===== config.mk =====
export PLATFORM = sky130hd
export DESIGN_NAME = spm_seq
export DESIGN_NICKNAME = d
export VERILOG_FILES = /design/src/rtl/spm_seq.sv
export SDC_FILE = /design/constraint.sdc
export NUM_CORES = 1
export LEC_CHECK = 0
export BUFFER_PORTS_ARGS = -buffer_cell sky130_fd_sc_hd__buf_4
export CAP_MARGIN = 30
export CORE_MARGIN = 3
export CORE_UTILIZATION = 45
export CTS_CLUSTER_DIAMETER = 80
export CTS_CLUSTER_SIZE = 10
export DETAILED_ROUTE_END_ITERATION = 7
export PLACE_DENSITY_LB_ADDON = 0.2
export SETUP_SLACK_MARGIN = 0.15
export SLEW_MARGIN = 15
export SYNTH_ARGS = -nofsm -noshare
export SYNTH_HDL_FRONTEND = slang
export SYNTH_SLANG_ARGS = --single-unit

===== constraint.sdc =====
create_clock -name clk -period 3 [get_ports clk]
set_input_delay 0.3 -clock clk [delete_from_list [all_inputs] [get_ports clk]]
set_output_delay 0.3 -clock clk [all_outputs]
set_load 0.02 [all_outputs]

===== src/rtl/spm_seq.sv =====
// Sequencer for the spm serial-parallel multiplier: accepts a signed operand pair,
// streams the multiplier LSB-first (sign-extended) and collects the 2*SIZE-bit product.
module spm_seq #(
    parameter int SIZE = 32
) (
    input  logic                clk,
    input  logic                rst,
    input  logic                in_valid,
    output logic                in_ready,
    input  logic [SIZE-1:0]     in_a,
    input  logic [SIZE-1:0]     in_b,
    output logic                out_valid,
    input  logic                out_ready,
    output logic [2*SIZE-1:0]   out_p,
    output logic [SIZE-1:0]     spm_x,
    output logic                spm_y,
    output logic                spm_rst,
    input  logic                spm_p
);

    localparam int CW = $clog2(2*SIZE+1);
    localparam logic [CW-1:0] CNT_LAST = CW'(2*SIZE);
    localparam logic [CW-1:0] CNT_YEND = CW'(2*SIZE-1);

    typedef enum logic [1:0] {IDLE, CLEAR, SHIFT, DONE} state_t;

    state_t              state;
    logic [CW-1:0]       cnt;
    logic [SIZE-1:0]     b_sh;
    logic [2*SIZE-1:0]   prod;

    // The multiplier is arithmetic-shifted right, so its LSB is the next serial bit
    // and the sign bit repeats automatically once the original bits are used up.
    always_ff @(posedge clk or negedge rst) begin
        if (!rst) begin
            state     <= IDLE;
            cnt       <= '0;
            b_sh      <= '0;
            prod      <= '0;
            in_ready  <= 1'b1;
            out_valid <= 1'b0;
            out_p     <= '0;
            spm_x     <= '0;
            spm_y     <= 1'b0;
            spm_rst   <= 1'b1;
        end else begin
            case (state)
                IDLE: begin
                    if (in_valid && in_ready) begin
                        spm_x    <= in_a;
                        b_sh     <= in_b;
                        in_ready <= 1'b0;
                        state    <= CLEAR;
                    end
                end
                CLEAR: begin
                    cnt     <= '0;
                    prod    <= '0;
                    spm_rst <= 1'b0;
                    spm_y   <= b_sh[0];
                    b_sh    <= {b_sh[SIZE-1], b_sh[SIZE-1:1]};
                    state   <= SHIFT;
                end
                SHIFT: begin
                    if (cnt != '0) begin
                        prod <= {spm_p, prod[2*SIZE-1:1]};
                    end
                    if (cnt == CNT_LAST) begin
                        out_p     <= {spm_p, prod[2*SIZE-1:1]};
                        out_valid <= 1'b1;
                        spm_rst   <= 1'b1;
                        spm_y     <= 1'b0;
                        cnt       <= '0;
                        state     <= DONE;
                    end else begin
                        cnt   <= cnt + CW'(1);
                        spm_y <= (cnt == CNT_YEND) ? 1'b0 : b_sh[0];
                        b_sh  <= {b_sh[SIZE-1], b_sh[SIZE-1:1]};
                    end
                end
                DONE: begin
                    if (out_ready) begin
                        out_valid <= 1'b0;
                        in_ready  <= 1'b1;
                        state     <= IDLE;
                    end
                end
                default: begin
                    state <= IDLE;
                end
            endcase
        end
    end

endmodule


==> run_results.csv <==
group,metric,value,unit
status,outcome,"complete, no violations",
job,max_cap_viol_count,0,
timing,min_period,2.33,ns
cts,cts_inserted_buffers,24,
finish,drive_gt1_share,33.3,%
synthesis,yosysTopAreaCell,"dfrtp_1",
drt,first_pass_iters,5,
drt,drc,0,
timing,fmax,430,MHz
synthesis,netlist_instances,775,
worst_setup_path,cp_data_required_time,3.38,ns
worst_setup_path,path_buf_inv,2,
drt,top_layer_used,"met4",
place,post-dp-hpwl,11600,µm
worst_setup_path,crit_type,"reg -> reg",
timing,finalMaxSlewViolations,0,
drt,wl_met3,1550,µm
drt,wl,18300,µm
die,dieHeight,147,µm
worst_setup_path,crit_chain,"inv_1, ha_4, nor4bb_4, nand2_4, buf_12, mux2_4",
hold_path,hold_path.class,"in -> reg",
grt,antenna_found_initial,0,
pwr,power.density,500,mW/mm²
synthesis,synth_cell_types,42,
place,port_buffers,168,
synthesis,syn_nets,850,
synthesis,yosys_warnings,0,
worst_setup_path,crit_family,"simple AND/OR/NAND/NOR gates",
synthesis,yosys_register_bits,204,
cts,clock-sinks,204,
worst_setup_path,crit_fanout,64,
drt,routed_via_density,5.21,
grt,grt_start_max_net_pins,87,
cts,ctsResizeCount,0,
die,die_w,147,µm
pwr,p_leak,0.00601,µW
cts,tritoncts,"built",
worst_setup_path,worstPathArrival,2.71,ns
synthesis,synth_top_family_by_area,"multiplexers",
finish,finalNetCount,1001,
cts,root_buffer,"clkbuf_16",
synthesis,synth_compound_area_share,3.90,%
grt,overflow,0,
grt,grt_pass1_wl,30600,µm
cts,clk_latency,0.50,ns
place,dpl_worst_slack,0.658,ns
drt,final_antenna_net_count,0,
synthesis,postSynthAreaPerCell,11.6,µm²
worst_setup_path,cpMaxStageDelayCell,"ha_4",
timing,tightest_slew,0.773,ns
timing,setup-violations-final,0,
synthesis,yosys-mux-area-fraction,18.2,%
worst_setup_path,cp-start-kind,"flip-flop",
cts,cts-htree-levels,1,
timing,fin_ws,0.674,ns
cts,path_clk_slew,0.06,ns
finish,n_antenna_cell,0,
synthesis,synth-simple-area-share,16.8,%
synthesis,async_reset_ff_share,100,%
drt,wl_met1,8200,µm
grt,track_usage,16.7,%
cts,cts_max_path_buffers,3,
drt,dr_wl_met2,8240,µm
timing,rsz0062_at_grt,"false",
place,gp_congestion,0.725,
synthesis,yosysMostFrequentCell,"dfrtp_1",
die,dieArea,0.0217,mm²
timing,maxSlewHeadroom,48.4,%
synthesis,seq_area_frac_synth,56.8,%
die,io_pins,169,
drt,drtIter0Drc,411,
synthesis,yosys-top-cells-count,"202 x dfrtp_1, 191 x nand3_1, 72 x nand2_1, 60 x mux2_4",
timing,tns,0,ns
finish,syn2layout_area_growth,24.6,%
timing,hold_viol_final,0,
synthesis,synthFlopType,"dfrtp_1",
synthesis,netlist_area,0.00899,mm²
timing,final.period_utilization,77.5,%
synthesis,synth_top_area_share,56.2,%
worst_setup_path,slowest_delay,0.50,ns
synthesis,synth-xor-area-share,0.0974,%
pwr,ir_worst_vdd,384,µV
drt,post_drt_wl_per_cell,15.2,µm
synthesis,synth_area_leaders,"dfrtp_1 56%, nand3_1 11%, mux2_4 10%",
synthesis,synth-edff-count,0,
drt,vias,6297,
worst_setup_path,end_kind,"flip-flop",
synthesis,synthAdderAreaFrac,0.835,%
die,core,0.0195,mm²
grt,grt_pass1_vias,6033,
die,initial_core_util,46.0,%
die,rows,51,
timing,clock_skew,0.0167,ns
==> power breakdown <==
part	switching (µW)	internal, µW	total, µW
sequential	37.2	2790	2820
clock	1050	1550	2600
combinational	81.7	88.9	171
total	1170	4430	5600
==> timing repair <==
action                                  4_1_cts  5_1_grt
endpoints found under the setup margin        0        0
buffers inserted                              0        0
hold buffers                                  1        0
hold endpoints to repair                     81        0
==> stage by stage <==
step | cells | area, µm² | util (%) | hold slack, ns | power (µW)
after global placement | 1164 | 10500 | 53.7 | 0.397 | 3050
after global routing | 1209 | 11200 | 57.3 | 0.0126 | 5820
after floorplan | 775 | 8990 | - | 0.00441 | 2900
final | 1209 | 11200 | 57.3 | 0.0324 | 5600
after CTS | 1209 | 11200 | 57.3 | 0.0109 | 5680
after detailed placement | 1164 | 10500 | 53.7 | 0.391 | 3050
==> sequential cells by signal, indices dropped and copies added, names as in the netlist <==
name	count
out_p	64
b_sh	32
state	2
spm_x	32
spm_y	1
out_valid	1
prod	63
cnt	7
spm_rst	1
in_ready	1
==> cell type report <==
class | count | area (µm²)
Timing Repair Buffer | 179 | 1420
Inverter | 10 | 37.5
Clock buffer | 43 | 693
Multi-Input combinational cell | 507 | 3600
Fill cell | 1688 | 8330
Clock inverter | 1 | 8.76
Sequential cell | 204 | 5110
Tap cell | 265 | 332
==> worst register-to-register path: stages, from the launching register on <==
cell      delay, ns
dfrtp_1        0.41
inv_1          0.13
ha_4           0.50
nor4bb_4       0.43
nand2_4        0.09
buf_12         0.27
mux2_4         0.38
==> placed cells by master (no fill, tap or decap), drive strengths merged <==
cell type,n
dfrtp,202
nand3,191
buf,177
mux2,96
nand2,73
clkbuf,44
a21oi,36
nor2,35
mux2i,33
inv,10
o21ai,6
ha,6
o22ai,4
nor2b,2
nor3,2
and3,2
a31oi,2
o211ai,2
dfstp,2
nor3b,2
or3b,2
nor4bb,1
xor2,1
o21a,1
nand3b,1
a221oi,1
and2,1
a31o,1
a32oi,1
or2b,1
and4b,1
o41ai,1
a22o,1
o31ai,1
clkinv,1
dlygate4sd3,1
==> final timing paths <==
kind,slack (ns),from,depth (start not counted),end
worst max-delay path,0.67,state[0],6,out_p[46]
worst min-delay path,0.03,in_a[14],2,spm_x[14]
worst max register to register,0.67,state[0],6,out_p[46]
worst min register to register,0.48,in_ready,2,in_ready
max in group asynchronous,1.72,rst,3,in_ready
min in group asynchronous,0.40,rst,2,out_p[47]
==> kinds of logic (layout without fill, tap and decap cells) <==
kind of cell,count (synthesis),count (layout)
and+or+nand+nor,314,314
DFF,204,204
muxes,129,129
buffers and inverters,64,233
AOI/OAI and AO/OA,57,57
adders and majority gates,6,6
xor gates and xnor gates,1,1
==> routing by layer <==
layer | global-route usage (%) | up-vias
met2 | 25.7 | 180
met1 | 23.3 | 3052
li1 | - | 3036
met3 | 5.34 | 29
met4 | 4.01 | 0
met5 | 0 | -
No activity file was read; power rests on OpenSTA's default activity.
